===== src/rtl/mult_arb.sv =====
// mult_arb: round-robin arbiter sharing one signed/unsigned multiplier
// among NREQ requesters, one operation in flight, valid/ready on both sides.
// Ports: clk, rst_n (async active-low),
//   req_valid_i/req_ready_o/req_a_i/req_b_i/req_tc_i per requester (flat vectors),
//   rsp_valid_o/rsp_ready_i/rsp_c_o/rsp_id_o for the single result channel.
// Option: define MULT_ARB_OUT_REG_EN to register the product (CALC state, 2-cycle latency).

package math_pkg;
    // Default multiplier implementation select for mult_bw.
    localparam bit MBE_IV = 1'b1;
endpackage

// mult_bw: ADw x BDw multiplier, tc=1 two's complement, tc=0 unsigned.
// Ports: a, b, tc in; c (AW+BW bits) out, full product.
module mult_bw
    import math_pkg::*;
#(
    parameter int AW  = 8,
    parameter int BW  = 8,
    parameter bit MBE = MBE_IV
) (
    input  logic [AW-1:0]    a,
    input  logic [BW-1:0]    b,
    input  logic             tc,
    output logic [AW+BW-1:0] c
);
    localparam int W = AW + BW;

    logic [W-1:0] ax;
    logic [W-1:0] bx;

    // Extending to the full product width makes the truncated product
    // correct for both signed and unsigned operands.
    always_comb begin
        ax = tc ? {{BW{a[AW-1]}}, a} : {{BW{1'b0}}, a};
        bx = tc ? {{AW{b[BW-1]}}, b} : {{AW{1'b0}}, b};
    end

    if (MBE) begin : g_native
        assign c = ax * bx;
    end else begin : g_shift_add
        always_comb begin
            c = '0;
            for (int i = 0; i < W; i++) begin
                if (bx[i]) c = c + (ax << i);
            end
        end
    end
endmodule

module mult_arb
    import math_pkg::*;
#(
    parameter int ADw  = 8,
    parameter int BDw  = 8,
    parameter int NREQ = 4,
    parameter bit MBE  = MBE_IV
) (
    input  logic                      clk,
    input  logic                      rst_n,
    input  logic [NREQ-1:0]           req_valid_i,
    output logic [NREQ-1:0]           req_ready_o,
    input  logic [NREQ*ADw-1:0]       req_a_i,
    input  logic [NREQ*BDw-1:0]       req_b_i,
    input  logic [NREQ-1:0]           req_tc_i,
    output logic                      rsp_valid_o,
    input  logic                      rsp_ready_i,
    output logic [ADw+BDw-1:0]        rsp_c_o,
    output logic [$clog2(NREQ)-1:0]   rsp_id_o
);
    localparam int IW = $clog2(NREQ);
    localparam int CW = ADw + BDw;

`ifdef MULT_ARB_OUT_REG_EN
    typedef enum logic [1:0] {IDLE, CALC, RESP} state_t;
`else
    typedef enum logic [1:0] {IDLE, RESP} state_t;
`endif

    state_t         state;
    state_t         state_nx;
    logic [IW-1:0]  last_grant;
    logic [IW-1:0]  gnt_idx;
    logic           gnt_any;
    logic           accept;
    logic [ADw-1:0] op_a;
    logic [BDw-1:0] op_b;
    logic           op_tc;
    logic [IW-1:0]  op_id;
    logic [CW-1:0]  mul_c;

    // Search starts just past the last winner and wraps around.
    always_comb begin : rr_search
        int j;
        gnt_any = 1'b0;
        gnt_idx = '0;
        j = 0;
        for (int k = 1; k <= NREQ; k++) begin
            j = (int'(last_grant) + k) % NREQ;
            if (!gnt_any && req_valid_i[j[IW-1:0]]) begin
                gnt_any = 1'b1;
                gnt_idx = j[IW-1:0];
            end
        end
    end

    assign accept = (state == IDLE) && gnt_any && rst_n;

    // Gated by rst_n so no grant is visible while reset is held.
    assign req_ready_o = accept ? (NREQ'(1) << gnt_idx) : '0;

    always_comb begin
        state_nx = state;
        unique case (state)
            IDLE: begin
`ifdef MULT_ARB_OUT_REG_EN
                if (accept) state_nx = CALC;
`else
                if (accept) state_nx = RESP;
`endif
            end
`ifdef MULT_ARB_OUT_REG_EN
            CALC: state_nx = RESP;
`endif
            RESP: if (rsp_ready_i) state_nx = IDLE;
            default: state_nx = IDLE;
        endcase
    end

    always_ff @(posedge clk or negedge rst_n) begin
        if (!rst_n) begin
            state      <= IDLE;
            last_grant <= IW'(NREQ - 1);
            op_a       <= '0;
            op_b       <= '0;
            op_tc      <= 1'b0;
            op_id      <= '0;
        end else begin
            state <= state_nx;
            if (accept) begin
                last_grant <= gnt_idx;
                op_a       <= req_a_i[gnt_idx*ADw +: ADw];
                op_b       <= req_b_i[gnt_idx*BDw +: BDw];
                op_tc      <= req_tc_i[gnt_idx];
                op_id      <= gnt_idx;
            end
        end
    end

    mult_bw #(
        .AW  (ADw),
        .BW  (BDw),
        .MBE (MBE)
    ) u_mul (
        .a  (op_a),
        .b  (op_b),
        .tc (op_tc),
        .c  (mul_c)
    );

`ifdef MULT_ARB_OUT_REG_EN
    logic [CW-1:0] res_q;

    always_ff @(posedge clk or negedge rst_n) begin
        if (!rst_n) begin
            res_q <= '0;
        end else if (state == CALC) begin
            res_q <= mul_c;
        end
    end

    assign rsp_c_o = res_q;
`else
    // Operand registers hold through RESP, so the product is stable.
    assign rsp_c_o = mul_c;
`endif

    assign rsp_valid_o = (state == RESP);
    assign rsp_id_o    = op_id;
endmodule


===== config.mk =====
export PLATFORM = sky130hd
export DESIGN_NAME = mult_arb
export DESIGN_NICKNAME = d
export VERILOG_FILES = /design/src/rtl/mult_arb.sv
export SDC_FILE = /design/constraint.sdc
export NUM_CORES = 1
export LEC_CHECK = 0
export BUFFER_PORTS_ARGS = -buffer_cell sky130_fd_sc_hd__buf_2
export CAP_MARGIN = 20
export CORE_ASPECT_RATIO = 0.7
export CORE_MARGIN = 10
export CORE_UTILIZATION = 35
export DETAILED_ROUTE_END_ITERATION = 6
export PLACE_DENSITY_LB_ADDON = 0.1
export SLEW_MARGIN = 40
export SYNTH_ARGS = -nofsm -noshare
export SYNTH_HDL_FRONTEND = slang
export SYNTH_HIERARCHICAL = 1
export SYNTH_SLANG_ARGS = --single-unit

===== constraint.sdc =====
create_clock -name clk -period 6.8 [get_ports clk]
set_input_delay 0 -clock clk [delete_from_list [all_inputs] [get_ports clk]]
set_output_delay 0 -clock clk [all_outputs]
set_load 0.005 [all_outputs]

### Word-level counts from Yosys, hierarchy flattened

Index checks and enable logic that the tools add are counted.

* register bits: 23
* bits in latches: 0
* memories: 0
* bits in read-only memories: 0
* bits in writable memories: 0

* order comparisons: 5
* shift operators: 3
* div/mod/pow operators: 0
* reduce and logical (&&, ||, !) cells: 10
* multiplexer cells: 24
* add/subtract/negate cells: 4
* $mul: 1
* eq/ne operators: 3
* bitwise operators: 0

Operators with widths (number)
* $shiftx 32x6->8: 2
* $mux 16: 2
* $mul 16x16->16: 1
* $lt 2x3->1 const B: 5
* $mux 2: 6
* $bmux 1 s2: 5
* $mux 1: 9
* $logic_and 1x1->1: 5
* $add 2x1->2 const B: 2
* $add 2x2->2 const B: 2
* $mux 4: 1
* $pmux 2 s2: 1
* $shl 1x2->4 const A: 1
* $logic_not 1->1: 3
* $eq 2x1->1 const B: 1
* $logic_not 2->1: 1
* $ne 2x1->1 const B: 1
* $ne 2x2->1 const B: 1
* $reduce_and 2->1: 1

### Logic depth before layout (Yosys ltp)

* depth after elaboration: 17
* mapped depth: 21
* depth with buffers taken out: 20

### By module

The synthesis kept the hierarchy.

Modules (own cells, without submodules)
* mult_bw: cells an instance 425, area each 3669.8 sq um, times used 1
* mult_arb: cells an instance 134, area each 1335.0 sq um, times used 1

### Least setup slack after synthesis

OpenSTA, ideal clock, no wires.

* kind: reg-to-output
* start point: register op_tc
* end point: output port rsp_c_o[14]
* slack: 1847 ps
* arrival: 4953 ps
* stages on the path, launching flop included: 18
* cells stage by stage: dfrtp_1 -> buf_6 -> and3_1 -> fa_1 -> inv_1 -> fa_1 -> inv_1 -> fa_1 -> fa_1 -> fa_1 -> inv_1 -> fa_1 -> inv_1 -> ha_1 -> o211ai_1 -> o22ai_1 -> nor3_1 -> o311a_1

* word-level cells in the longest chain between the ends: 2
* elaborated cells between the ends (all ways): 3

Ends and longest elaborated chain
* start: declaration: line 88 `logic op_tc;`
* start signal: assignment: line 144 `op_tc <= req_tc_i[gnt_idx];`
* $mux 16 (on tied branches): line 35, 36
* $mul 16x16->16 *: line 40 `assign c = ax * bx;`
* end: declaration: line 68 `output logic [ADw+BDw-1:0] rsp_c_o,`

Mark *: on every way between the ends. The rest lies on a longest branch, timed or not.

### Worst setup path in the final report

* start point: register op_a[7]
* end point: output port rsp_c_o[14]

* word-level cells in the longest chain between the ends: 2

Ends and longest elaborated chain
* start: declaration: line 86 `logic [ADw-1:0] op_a;`
* start signal: assignment: line 142 `op_a <= req_a_i[gnt_idx*ADw +: ADw];`
* $mux 16: line 35 `ax = tc ? {{BW{a[AW-1]}}, a} : {{BW{1'b0}}, a};`
* $mul 16x16->16: line 40

Every way passes these cells.

==> results.py <==
metrics = {
    "sta": {
        "fin_crit_sh_pct": 85.3,
        "finClkSkew_ns": 0.00685,
        "min_period_ns": 5.80,
        "fmax_ghz": 0.172,
        "rsz0062_at_grt": "no",
        "tightest_slew_ns": 0.770,
        "fin_setup_tns_ns": 0,
        "hold_viol": 0,
        "slew_headroom_pct": 48.7,
        "timing.final.setup_violations": 0,
        "maxSlewViolCount": 0,
    },
    "floorplan": {
        "num_rows": 36,
        "start_util_pct": 35.8,
        "die_x_um": 163,
        "die_area_um2": 19600,
        "core-area_um2": 14000,
        "io-pin-count": 98,
        "die_h_um": 120,
    },
    "synthesis": {
        "ys_seq_area_share_pct": 11.0,
        "yosysTopAreaCellShare_pct": 27.6,
        "synth_cell_type_count": 42,
        "yosys-top-cells-area": "fa_1 28%, ha_1 14%, dfrtp_1 10%",
        "syn_area_per_cell_um2": 8.95,
        "netlist_area_um2": 5000,
        "synth-async-reset-ratio_pct": 100,
        "synth-main-ff-cell": "dfrtp_1",
        "synth-edff-count": 0,
        "synth-warning-count": 6,
        "synth_top_area_cell": "fa_1",
        "syn-num-nets": 757,
        "postSynthCellCount": 559,
        "ys_ff_latch": 22,
    },
    "global_route": {
        "grt_pass1_vias": 4328,
        "grt_max_degree": 38,
        "grt_overflow_total": 0,
        "antenna_found_initial": 0,
        "grt_usage_pct": 13.5,
        "grt_pass1_wl_um": 22100,
    },
    "place": {
        "dp_hpwl_um": 10700,
        "gp_congestion": 0.790,
        "numPortBuffers": 97,
    },
    "critical_path": {
        "crit_family": "adder cells",
        "cp_slowest_stage_delay_ns": 0.55,
        "arrival_ns": 5.80,
        "path_max_fanout": 12,
        "worst_setup_path_start_kind": "flip-flop",
        "cp_cell_sequence": "and2_1, nand2_1, inv_1, fa_1, inv_1, fa_1, inv_1, fa_1, fa_1, fa_1, inv_1, fa_1, inv_1, ha_1, o211ai_1, o22ai_1, nor3_1, o311a_1, buf_2",
        "crit_type": "flip-flop to primary output",
        "path_common_cell": "fa_1",
        "cp-end-kind": "primary output",
        "cp.required_ns": 6.80,
        "cp_num_buf_inv": 6,
        "cp_slowest_cell": "fa_1",
    },
    "cells_and_area": {
        "final_common_cell": "inv_1",
        "syn_to_final_growth_pct": 14.9,
        "fill_cells": 1444,
        "drive_gt1_share_pct": 17.4,
        "layout_common_cells": "116 x inv_1, 97 x buf_2, 69 x fa_1",
        "num_antenna_cells": 0,
        "nNetsFinal": 838,
    },
    "clocking": {
        "clk_latency_ns": 0.26,
        "h-tree-depth": 1,
        "root_buffer": "clkbuf_16",
        "cts_tree": "yes",
        "cts_setup_buffers": 0,
        "clock_sinks": 22,
        "post_cts_resized": 0,
        "cts_buffers": 3,
        "clkTransAtPathRegs_ns": 0.06,
        "clk_path_buf_depth": 2,
    },
    "detailed_routing": {
        "drc": 0,
        "wl_um": 12600,
        "via_per_inst": 4.74,
        "antenna_left": 0,
        "routed-via-count": 3926,
        "wl_per_cell_um": 15.1,
        "first_iter_violations": 210,
        "firstDrtPassIters": 4,
    },
    "worst_hold_path": {
        "hold_class": "input port to flip-flop",
    },
    "run_status": {
        "outcome": "finished clean",
    },
    "job": {
        "maxCapViolCount": 0,
    },
}
-- what timing repair did --
item / CTS / global route
hold buffers: 2 / 0
setup endpoints to repair: 0 / 0
endpoints found under the hold margin: 21 / 0
-- registers in the layout, summed over array words and instances (netlist names) --
register	flops
op_b	8
op_a	8
state	1
rsp_id_o	2
op_tc	1
last_grant	2
-- final timing paths --
| kind | from | to | slack, ns | cells after the start |
|---|---|---|---|---|
| worst min-delay path | req_a_i[15] | op_a[7] | 0.07 | 3 |
| max in group asynchronous | rst_n | last_grant[1] | 6.16 | 2 |
| worst max-delay path | op_a[7] | rsp_c_o[14] | 1.00 | 19 |
| worst min register to register | rsp_id_o[1] | rsp_id_o[1] | 0.47 | 2 |
| min in group asynchronous | rst_n | op_a[5] | 0.26 | 2 |
| worst max register to register | last_grant[0] | op_b[3] | 4.57 | 6 |
-- cells in the mapped netlist (15+ instances only) --
master / n
mux2i_1: 34
fa_1: 69
inv_1: 116
ha_1: 54
dfrtp_1: 20
xnor2_1: 30
and2_1: 57
nor2_1: 18
nand2_1: 44
o221ai_1: 17
clkbuf_1: 16
a21oi_1: 15
-- through the flow --
stage	worst slack [ns]	cell area [um2]	instances	hold slack, ns	utilization [%]
after floorplan	1.85	5000	559	-0.296	-
after global placement	1.33	5620	823	0.00404	40.2
after detailed placement	1.31	5620	823	0.0102	40.2
after CTS	0.986	5740	829	0.0726	41.1
after global routing	0.669	5750	829	0.0835	41.2
final	1.00	5750	829	0.0697	41.2
-- tightest hold or removal path: stages --
cell and delay [ns]:
buf_2 0.07, mux2i_1 0.06, o221ai_1 0.16
-- cell families (layout without fill, tap and decap cells) --
group	count (synthesis)	in the layout	synth area share, %
simple gates	143	143	14.8
buf+inv	142	222	11.3
fa+ha+maj	123	123	41.1
compound gates	59	59	8.40
xor+xnor	35	35	6.12
mux	35	35	7.25
flops	22	22	11.0
-- layout make-up --
class | instances | area, um2 | share of cell area [%]
multi-input cells | 395 | 3900 | 67.8
flip-flops and latches | 22 | 553 | 9.62
repair buffers | 100 | 513 | 8.92
inverters | 118 | 443 | 7.70
well taps | 190 | 238 | 4.13
clock buffers | 3 | 75.1 | 1.31
clock inverters | 1 | 30.0 | 0.522
-- metal layers --
metal / wire, um / GRT usage (%) / share of wire (%) / vias to the layer above
met5: 0 / 0 / 0 / -
met4: 61 / 1.52 / 0.49 / 0
met3: 482 / 1.98 / 3.8 / 6
met2: 5930 / 22.7 / 47 / 64
met1: 6080 / 18.5 / 48 / 1923
li1: - / - / - / 1933
Power is left out: the tool's default activity adds up to more than one toggle a clock period on the data nets, which glitch-free logic cannot reach.
